<file path="src/rtl/uart_pkg.sv">
// Shared definitions for the UART packet parser: FSM state type, error codes,
// default sync marker and the buffer address-width helper.
package uart_pkg;

  typedef enum logic [2:0] {
    ST_HUNT,
    ST_LEN,
    ST_PAYLOAD,
    ST_CKSUM,
    ST_SEND
  } state_e;

  localparam logic [1:0] ERR_LEN     = 2'd1;
  localparam logic [1:0] ERR_CKSUM   = 2'd2;
  localparam logic [1:0] ERR_TIMEOUT = 2'd3;

  localparam logic [7:0] DEFAULT_SYNC_BYTE = 8'hA5;

  // Address width for a buffer of the given depth; never narrower than one bit.
  function automatic int unsigned buf_addr_w(input int unsigned depth);
    return (depth > 1) ? $clog2(depth) : 1;
  endfunction

endpackage

</file>
<file path="src/rtl/uart_pkt_buf.sv">
// Payload byte RAM: one write port and one registered read port with
// write-through bypass so a same-cycle write to the read address is seen.
module uart_pkt_buf
  import uart_pkg::*;
#(
  parameter int unsigned MAX_LEN = 16,
  parameter int unsigned AW      = buf_addr_w(MAX_LEN)
) (
  input  logic          clk_i,
  input  logic          rst_i,
  input  logic          we_i,
  input  logic [AW-1:0] wr_addr_i,
  input  logic [7:0]    wr_data_i,
  input  logic          rd_en_i,
  input  logic [AW-1:0] rd_addr_i,
  output logic [7:0]    rd_data_o
);

  logic [7:0] mem_q [MAX_LEN];
  logic [7:0] rd_q;

  always_ff @(posedge clk_i) begin
    if (we_i) begin
      mem_q[wr_addr_i] <= wr_data_i;
    end
  end

  always_ff @(posedge clk_i) begin
    if (rst_i) begin
      rd_q <= '0;
    end else if (rd_en_i) begin
      if (we_i && (wr_addr_i == rd_addr_i)) begin
        rd_q <= wr_data_i;
      end else begin
        rd_q <= mem_q[rd_addr_i];
      end
    end
  end

  assign rd_data_o = rd_q;

endmodule

</file>
<file path="src/rtl/uart_pkt_parser.sv">
// Framed-packet parser behind the UART receiver: SYNC, LEN, payload[, CKSUM],
// then a valid/ready payload stream. Define UART_PKT_CKSUM_EN to verify the checksum.
module uart_pkt_parser
  import uart_pkg::*;
#(
  parameter int unsigned MAX_LEN      = 16,
  parameter logic [7:0]  SYNC_BYTE    = DEFAULT_SYNC_BYTE,
  parameter int unsigned TIMEOUT_CLKS = 312510
) (
  input  logic       Clk,
  input  logic       Rst,
  input  logic       Data_Valid,
  input  logic [7:0] Rx_Byte,
  output logic [7:0] Pkt_Byte,
  output logic       Pkt_Valid,
  output logic       Pkt_Last,
  input  logic       Pkt_Ready,
  output logic       Err,
  output logic [1:0] Err_Code,
  output logic       Ovr,
  output logic       Busy
);

  localparam int unsigned IDX_W = $clog2(MAX_LEN + 1);
  localparam int unsigned AW    = buf_addr_w(MAX_LEN);
  localparam int unsigned TO_W  = $clog2(TIMEOUT_CLKS);

  state_e             state_q, state_d;
  logic [IDX_W-1:0]   len_q, len_d;
  logic [IDX_W-1:0]   idx_q, idx_d;
  logic [TO_W-1:0]    to_q, to_d;
  logic               valid_q, valid_d;
  logic               last_q, last_d;
  logic               err_q, err_d;
  logic [1:0]         code_q, code_d;
  logic               ovr_q, ovr_d;
  logic               busy_q, busy_d;
`ifdef UART_PKT_CKSUM_EN
  logic [7:0]         sum_q, sum_d;
`endif

  logic               hs;
  logic               counting;
  logic               expire;
  logic               len_bad;
  logic [IDX_W-1:0]   idx_inc;
  logic [IDX_W-1:0]   len_m1;
  logic [TO_W-1:0]    to_inc;
  logic               buf_we;
  logic [IDX_W-1:0]   rd_idx;

  always_comb begin
    hs       = valid_q && Pkt_Ready;
    idx_inc  = idx_q + IDX_W'(1);
    len_m1   = len_q - IDX_W'(1);
    to_inc   = to_q + TO_W'(1);
    len_bad  = (Rx_Byte == 8'd0) || (32'(Rx_Byte) > MAX_LEN);
    counting = (state_q == ST_LEN) || (state_q == ST_PAYLOAD) || (state_q == ST_CKSUM);
    // An arriving byte always beats a simultaneous expiry.
    expire   = counting && !Data_Valid && (to_inc == TO_W'(TIMEOUT_CLKS - 1));
    to_d     = (Data_Valid || !counting) ? '0 : to_inc;

    state_d  = state_q;
    len_d    = len_q;
    idx_d    = idx_q;
    valid_d  = valid_q;
    last_d   = last_q;
    err_d    = 1'b0;
    code_d   = code_q;
    ovr_d    = 1'b0;
    buf_we   = 1'b0;
    rd_idx   = '0;
`ifdef UART_PKT_CKSUM_EN
    sum_d    = sum_q;
`endif

    case (state_q)
      ST_HUNT: begin
        if (Data_Valid && (Rx_Byte == SYNC_BYTE)) begin
          state_d = ST_LEN;
        end
      end
      ST_LEN: begin
        if (Data_Valid) begin
          if (len_bad) begin
            err_d   = 1'b1;
            code_d  = ERR_LEN;
            state_d = ST_HUNT;
          end else begin
            len_d   = IDX_W'(Rx_Byte);
            idx_d   = '0;
            state_d = ST_PAYLOAD;
`ifdef UART_PKT_CKSUM_EN
            sum_d   = Rx_Byte;
`endif
          end
        end else if (expire) begin
          err_d   = 1'b1;
          code_d  = ERR_TIMEOUT;
          state_d = ST_HUNT;
        end
      end
      ST_PAYLOAD: begin
        if (Data_Valid) begin
          buf_we = 1'b1;
          idx_d  = idx_inc;
`ifdef UART_PKT_CKSUM_EN
          sum_d  = sum_q + Rx_Byte;
          if (idx_inc == len_q) begin
            state_d = ST_CKSUM;
          end
`else
          // Read port prefetches buffer[0] now; the bypass covers L == 1.
          if (idx_inc == len_q) begin
            state_d = ST_SEND;
            idx_d   = '0;
            valid_d = 1'b1;
            last_d  = (len_q == IDX_W'(1));
          end
`endif
        end else if (expire) begin
          err_d   = 1'b1;
          code_d  = ERR_TIMEOUT;
          state_d = ST_HUNT;
        end
      end
      ST_CKSUM: begin
`ifdef UART_PKT_CKSUM_EN
        if (Data_Valid) begin
          if ((sum_q + Rx_Byte) == 8'd0) begin
            state_d = ST_SEND;
            idx_d   = '0;
            valid_d = 1'b1;
            last_d  = (len_q == IDX_W'(1));
          end else begin
            err_d   = 1'b1;
            code_d  = ERR_CKSUM;
            state_d = ST_HUNT;
          end
        end else if (expire) begin
          err_d   = 1'b1;
          code_d  = ERR_TIMEOUT;
          state_d = ST_HUNT;
        end
`else
        state_d = ST_HUNT;
`endif
      end
      ST_SEND: begin
        rd_idx = idx_q;
        if (hs && last_q) begin
          valid_d = 1'b0;
          last_d  = 1'b0;
          idx_d   = '0;
          state_d = (Data_Valid && (Rx_Byte == SYNC_BYTE)) ? ST_LEN : ST_HUNT;
        end else begin
          if (hs) begin
            idx_d  = idx_inc;
            rd_idx = idx_inc;
            last_d = (idx_inc == len_m1);
          end
          if (Data_Valid) begin
            ovr_d = 1'b1;
          end
        end
      end
      default: begin
        state_d = ST_HUNT;
      end
    endcase

    busy_d = (state_d != ST_HUNT);
  end

  always_ff @(posedge Clk) begin
    if (Rst) begin
      state_q <= ST_HUNT;
      len_q   <= '0;
      idx_q   <= '0;
      to_q    <= '0;
      valid_q <= 1'b0;
      last_q  <= 1'b0;
      err_q   <= 1'b0;
      code_q  <= '0;
      ovr_q   <= 1'b0;
      busy_q  <= 1'b0;
`ifdef UART_PKT_CKSUM_EN
      sum_q   <= '0;
`endif
    end else begin
      state_q <= state_d;
      len_q   <= len_d;
      idx_q   <= idx_d;
      to_q    <= to_d;
      valid_q <= valid_d;
      last_q  <= last_d;
      err_q   <= err_d;
      code_q  <= code_d;
      ovr_q   <= ovr_d;
      busy_q  <= busy_d;
`ifdef UART_PKT_CKSUM_EN
      sum_q   <= sum_d;
`endif
    end
  end

  uart_pkt_buf #(
    .MAX_LEN (MAX_LEN),
    .AW      (AW)
  ) u_buf (
    .clk_i     (Clk),
    .rst_i     (Rst),
    .we_i      (buf_we),
    .wr_addr_i (AW'(idx_q)),
    .wr_data_i (Rx_Byte),
    .rd_en_i   (state_d == ST_SEND),
    .rd_addr_i (AW'(rd_idx)),
    .rd_data_o (Pkt_Byte)
  );

  assign Pkt_Valid = valid_q;
  assign Pkt_Last  = last_q;
  assign Err       = err_q;
  assign Err_Code  = code_q;
  assign Ovr       = ovr_q;
  assign Busy      = busy_q;

endmodule

</file>
<file path="config.mk">
export PLATFORM = sky130hd
export DESIGN_NAME = uart_pkt_parser
export DESIGN_NICKNAME = d
export VERILOG_FILES = /design/src/rtl/uart_pkg.sv /design/src/rtl/uart_pkt_buf.sv /design/src/rtl/uart_pkt_parser.sv
export SDC_FILE = /design/constraint.sdc
export NUM_CORES = 1
export LEC_CHECK = 0
export BUFFER_PORTS_ARGS = -buffer_cell sky130_fd_sc_hd__buf_2
export CORE_UTILIZATION = 58
export CTS_BUF_LIST = sky130_fd_sc_hd__clkbuf_4
export CTS_CLUSTER_DIAMETER = 60
export DETAILED_ROUTE_END_ITERATION = 16
export PLACE_DENSITY = 0.78
export SLEW_MARGIN = 40
export SYNTH_ARGS = -nofsm -noshare
export SYNTH_HDL_FRONTEND = slang
export SYNTH_HIERARCHICAL = 1
export SYNTH_SLANG_ARGS = --single-unit
</file>
<file path="constraint.sdc">
create_clock -name Clk -period 2.5 [get_ports Clk]
set_input_delay 0.375 -clock Clk [delete_from_list [all_inputs] [get_ports Clk]]
set_output_delay 0.375 -clock Clk [all_outputs]
set_load 0.01 [all_outputs]
</file>
After elaboration in Yosys (flattened, before gate mapping):

Memory sizes are Yosys's and may differ from the RTL's. A register that Yosys moved wholly into a read port is not among the register bits.
Cells that the tools add are included.

* word-level logic and storage cells: 100
* memories kept: 1
* ROM bits: 0
* bits in latches: 0
* bits in registers: 39
* input bits: 12
* memory bits (writable): 128

* $lt $le $gt $ge: 1
* mux-type cells: 41
* div/mod/pow operators: 0
* reduce and logical (&&, ||, !) cells: 24
* shifts and indexed selects: 0
* bitwise logic cells: 2
* multipliers: 0
* add/sub/neg operators: 3
* equality and inequality tests: 18

Memory list
* u_buf.mem_q: depth 16, bits a word 8, rd ports 1, clocked after Yosys merged registers in 1, wr ports 1, RTL line uart_pkt_buf.sv:19 `logic [7:0] mem_q [MAX_LEN];`

Operator list (number)
* $mux W5: 6
* $add A19 B1 Y19 const B: 1
* $eq A19 B19 Y1 const B: 1
* $mux W3: 6
* $mux W1: 16
* $pmux W5 S3: 1
* $pmux W3 S4: 1
* $reduce_and A4 Y1: 3
* $eq A5 B5 Y1: 2
* $mux W2: 5
* $ne A2 B2 Y1 const B: 5
* $eq A8 B8 Y1 const B: 1
* $gt A8 B5 Y1 const B: 1
* $logic_not A8 Y1: 1
* $mux W4: 2
* $eq A3 B2 Y1 const B: 2
* $eq A3 B3 Y1 const B: 2
* $ne A3 B3 Y1 const B: 2
* $pmux W1 S2: 3
* $reduce_and A3 Y1: 2
* $reduce_bool A3 Y1: 2
* $add A5 B1 Y5 const B: 1
* $eq A5 B1 Y1 const B: 1
* $logic_and A1 B1 Y1: 5
* 11 further kinds: 17

Longest topological paths before layout:

* word-level depth: 9
* depth in mapped cells: 12
* depth with buffers taken out: 9

By module:

The synthesis kept the hierarchy.

By module, submodules not included
* uart_pkt_buf: cells an instance 293, instances 1, sequential area each 4003.8 um^2, area an instance 5481.5 um^2
* uart_pkt_parser: cells an instance 286, instances 1, sequential area each 780.7 um^2, area an instance 2413.6 um^2

Worst setup path before layout:

No wires, ideal clock.

* path kind: reg-to-reg
* start point: register idx_q[1]
* end point: register u_buf.rd_q[0] (netlist: u_buf/rd_data_o[0]), read port of u_buf.mem_q
* path buffers: 2
* cell stages (with the launch flop): 11
* clock period less this slack: 2.715 ns
* arrival: 2.585 ns
* data required time: 2.370 ns
* slack: -0.215 ns
* cell sequence: dfxtp_1 ha_1 buf_4 or3b_1 o211a_1 o32a_1 o31ai_1 clkbuf_1 inv_1 o41ai_1 a31oi_1

* word-level cells in the longest chain between the ends: 6
* elaborated cells on any way between the ends: 9

Ends and longest elaborated chain
* from (decl): RTL line uart_pkt_parser.sv:30 `logic [IDX_W-1:0] idx_q, idx_d;`
* from (signal assigned): RTL line uart_pkt_parser.sv:193 `idx_q <= idx_d;`
* $add A5 B1 Y5: RTL line uart_pkt_parser.sv:54 `idx_inc = idx_q + IDX_W'(1);`
* $eq A5 B5 Y1: RTL line uart_pkt_parser.sv:114 `if (idx_inc == len_q) begin`
* $mux W3: RTL line uart_pkt_parser.sv:114
* $mux W3: RTL line uart_pkt_parser.sv:104 `if (Data_Valid) begin`
* $pmux W3 S4: RTL line uart_pkt_parser.sv:77 `case (state_q)`
* $eq A3 B3 Y1: RTL line uart_pkt_parser.sv:216 `.rd_en_i (state_d == ST_SEND),`
* to (decl): RTL line uart_pkt_buf.sv:20 `logic [7:0] rd_q;`

Parallel ways exist; a longest one is shown, timed or not.
A chain may end at the register's enable or synchronous reset.

Worst setup path in the final report:

* start point: register idx_q[0]
* end point: register u_buf.rd_q[3] (netlist: u_buf/rd_data_o[3]), read port of u_buf.mem_q

The elaborated chain is that of the path after synthesis.

==> flow_metrics.tcl <==
set metrics [dict create \
    chipHeight_um 118.7 \
    antenna-diode-count 0 \
    drt-wirelength-per-cell_um 20.75 \
    most_numerous_cell_in_the_yosys_netlist "sky130_fd_sc_hd__edfxtp_1" \
    run_status "complete, no violations" \
    grt_max_degree 30 \
    power_frac_seq_pct 68.0 \
    hpwlAfterDp_um 11490 \
    hold_path_class "primary input to flip-flop" \
    postSynthCellCount 579 \
    number_of_global_route_vias_before_repair 5045 \
    cts_htree_levels 4 \
    nets 663 \
    path_max_fanout 9 \
    postSynthRegisterBits 175 \
    rr_worst_depth 11 \
    layout_worst_path_cycle_share_pct 98.20 \
    sequential_cell_area_mm2 0.004787 \
    power_report.internal_total_mw 3.540 \
    combPwrFrac_pct 1.9 \
    clock_path_buffers 2 \
    timing.critical_path.from_type "flip-flop" \
    antenna_left 0 \
    cpPeakStageDelay_ns 0.35 \
    wirelength_um 17330 \
    synth_top_cells_by_area "sky130_fd_sc_hd__edfxtp_1, sky130_fd_sc_hd__dfxtp_1, sky130_fd_sc_hd__mux4_1, sky130_fd_sc_hd__nor2_1, sky130_fd_sc_hd__mux2i_1" \
    total_leakage_power_nw 2.934 \
    layout.cells.non_filler 835 \
    timing.hold.ws_ns 0.1721 \
    cts_sinks 175 \
    clock-root-buffer "sky130_fd_sc_hd__clkbuf_4" \
    final_layout_size_suffix_gt1_share_pct 23.82 \
    power_density_mw_per_mm2 518.8 \
    r2r-start "idx_q[0]" \
    worstMarginPinSlew_ns 0.6422 \
    postCtsSetupRepairBufs 0 \
    yosys_most_used_dff "sky130_fd_sc_hd__edfxtp_1" \
    dr.pass1.iters 5 \
    yosysUniqueCellTypes 72 \
    critical_path.cell_chain "ha_1 -> or3b_1 -> o211a_1 -> o32a_1 -> o31ai_2 -> buf_4 -> buf_6 -> nor2_1 -> nor2_1 -> o41ai_2 -> a31oi_1" \
    timing.clock.skew_ns 0.01791 \
    tns_ns 0 \
    die_x_um 118.7 \
    clk_latency_ns 0.57 \
    peakVddDrop_uv 347.8 \
    numCtsBuffers 17 \
    globalplace.congestion 0.8534 \
    clkSlewWorstSetupHoldPaths_ns 0.14 \
    finalCriticalPeriod_ns 2.455 \
    timing_max_transition_violations_final 0 \
    yosys.area.top_type "sky130_fd_sc_hd__edfxtp_1" \
    core.rowCount 42 \
    crit_path_end_kind "flip-flop" \
    report.final.setup_viol 0 \
    post_synth.cell_area_avg_um2 13.64 \
    worst-endpoint-arrival_ns 2.96 \
    timing.setup.critical_path_class "flip-flop to flip-flop" \
    synth_enable_flop_cells 128 \
    synth_top_area_share_pct 48.68 \
    placement.io_buffers 26 \
    clock.fmax_mhz 407.4 \
    drt-vias-per-instance 6.222 \
    required_ns 3.00 \
    globalRouteOverflowTotal 0 \
    routed-via-count 5195 \
    design.core.area_mm2 0.01324 \
    terminus_of_the_critical_flop_to_flop_path "u_buf/rd_data_o[3]" \
    worst_path_most_repeated_cell "sky130_fd_sc_hd__nor2_1" \
    min_path_cells 2 \
    drv_cap 0 \
    placed_cells 802 \
    syn-cell-area_mm2 0.007895 \
    clock_power_share_pct 30.1 \
    finalCoreUtilization_pct 66.47 \
    initial_utilization_pct 59.62 \
    regToRegSetupSlack_ns 0.05 \
    hold_worst_path_end "Ovr" \
    seq_area_frac_synth_pct 60.60 \
    switching_share_pct 22.48 \
    grt_first_pass_wirelength_um 26980 \
    worstPathBufferInverterCount 2 \
    total_switching_power_mw 1.026 \
    synth_top_cells_by_count "sky130_fd_sc_hd__edfxtp_1, sky130_fd_sc_hd__nor2_1, sky130_fd_sc_hd__dfxtp_1, sky130_fd_sc_hd__nand2_1, sky130_fd_sc_hd__xnor2_1" \
    worst_path_max_delay_cell "sky130_fd_sc_hd__dfxtp_2" \
    grt_use_total_pct 25.79 \
    drt_first_iter_violations 479 \
    cpLargestDelayFamily "compound AO/OA/AOI/OAI gates" \
    timing.slew.headroom_pct 57.19 \
    antenna_found_initial 0 \
    hold_path_startpoint "Data_Valid" \
    num-fill-cells 967 \
    timing_hold_violations_final 0 \
    remaining_drc_errors 0 \
    mappedNetlistNets 596 \
    yosysWarningCount 6 \
    boundaryPins 27 \
    rsz0062_at_grt "true" \
    cts_tree "built" \
    async_flop_share_pct 0 \
    multi_input_comb_area_mm2 0.002937 \
    area.growth.synth_to_final_pct 11.49 \
    die_area_mm2 0.01408 \
]
## final cells by class
class                   instances  share of cell area (%)
multi-input cells             359                   33.36
repair buffers                 79                   6.496
inverters                      14                  0.5970
clock buffers                  19                   1.620
clock inverters                13                   1.038
flip-flops and latches        175                   54.39
well taps                     176                   2.502
## cells by family (layout without fill, tap and decap cells)
kind of cell	count (synthesis)	in the layout	synth area share [%]
flops	175	175	60.60
mux	55	55	11.68
xor+xnor	37	37	4.105
buf+inv	45	125	3.265
compound gates	78	78	7.290
fa+ha+maj	5	5	0.7924
simple gates	184	184	12.27
## stage by stage
step,total power [mW],area (um2),setup WS [ns]
floorplan,3.187,7920,0.03684
global placement,3.252,8499,0.006094
detailed placement,3.257,8499,-0.09345
CTS,4.592,8743,0.07997
global route,4.707,8802,-0.04760
finish,4.566,8802,0.04512
## power by group through the flow
stage / clock network, mW / logic (mW) / registers [mW]
3_3_place_gp: 0 / 0.0813 / 3.17
4_1_cts: 1.40 / 0.0876 / 3.11
2_1_floorplan: 0 / 0.0149 / 3.17
3_5_place_dp: 0 / 0.0860 / 3.17
6_report: 1.37 / 0.0877 / 3.11
5_1_grt: 1.51 / 0.0942 / 3.11
## state kept, by name, summed over array words and instances, names as in the netlist
name,cells
Ovr,1
Pkt_Last,1
idx_q,5
Busy,1
u_buf/rd_data_o,8
Err_Code,2
Err,1
state_q,3
to_q,19
u_buf/mem_q,128
len_q,5
Pkt_Valid,1
## worst reg2reg max path: stages (launching register included)
cell and delay (ns):
sky130_fd_sc_hd__dfxtp_2 0.35, sky130_fd_sc_hd__ha_1 0.16, sky130_fd_sc_hd__or3b_1 0.35, sky130_fd_sc_hd__o211a_1 0.13, sky130_fd_sc_hd__o32a_1 0.33, sky130_fd_sc_hd__o31ai_2 0.22, sky130_fd_sc_hd__buf_4 0.18, sky130_fd_sc_hd__buf_6 0.14
sky130_fd_sc_hd__nor2_1 0.05, sky130_fd_sc_hd__nor2_1 0.17, sky130_fd_sc_hd__o41ai_2 0.12, sky130_fd_sc_hd__a31oi_1 0.19
## per-layer routing
layer | global-route usage, % | up-vias | routed length [um]
li1 | - | 2346 | -
met1 | 35.92 | 2557 | 7322
met2 | 40.50 | 258 | 8427
met3 | 4.875 | 34 | 1230
met4 | 9.731 | 0 | 347
met5 | 0 | - | 0
## cell usage in the layout (no fill, tap or decap), drive strengths merged, types with 3 or more instances in the layout
cell type,synthesis,final
a221oi,6,6
and3,3,3
mux4,24,24
o21a,3,3
o211ai,3,3
nand3,15,15
nand3b,6,6
dfxtp,47,47
edfxtp,128,128
a21oi,10,10
o21ai,17,17
buf,22,78
nor2,74,74
inv,14,16
and2b,6,6
clkinvlp,0,4
mux2i,25,25
nor3b,5,5
ha,5,5
o41ai,8,8
mux2,6,6
xnor2,25,25
clkinv,0,7
nand4,7,7
nand2b,6,6
nor3,10,10
xor2,12,12
nor4,8,8
clkbuf,9,19
nand2,30,30
a31oi,11,11
## how the worst max path moves through the flow
stage                from                 end  slack [ns]  cells after the start
5_1_grt           to_q[0]         Err_Code[1]       -0.05                      8
2_1_floorplan    idx_q[1]  u_buf/rd_data_o[2]        0.04                     10
4_1_cts          idx_q[0]  u_buf/rd_data_o[5]        0.08                      9
3_5_place_dp   Rx_Byte[2]            idx_q[1]       -0.09                      7
6_report         idx_q[0]  u_buf/rd_data_o[3]        0.05                     11
3_3_place_gp   Rx_Byte[2]            idx_q[1]       0.006                      7
## repair_timing
action / CTS / global route
gates resized for setup: 0 / 10
hold buffers: 1 / 0
hold endpoints to repair: 2 / 0
endpoints found under the setup margin: 0 / 13
Power figures use the tool's default switching activity.
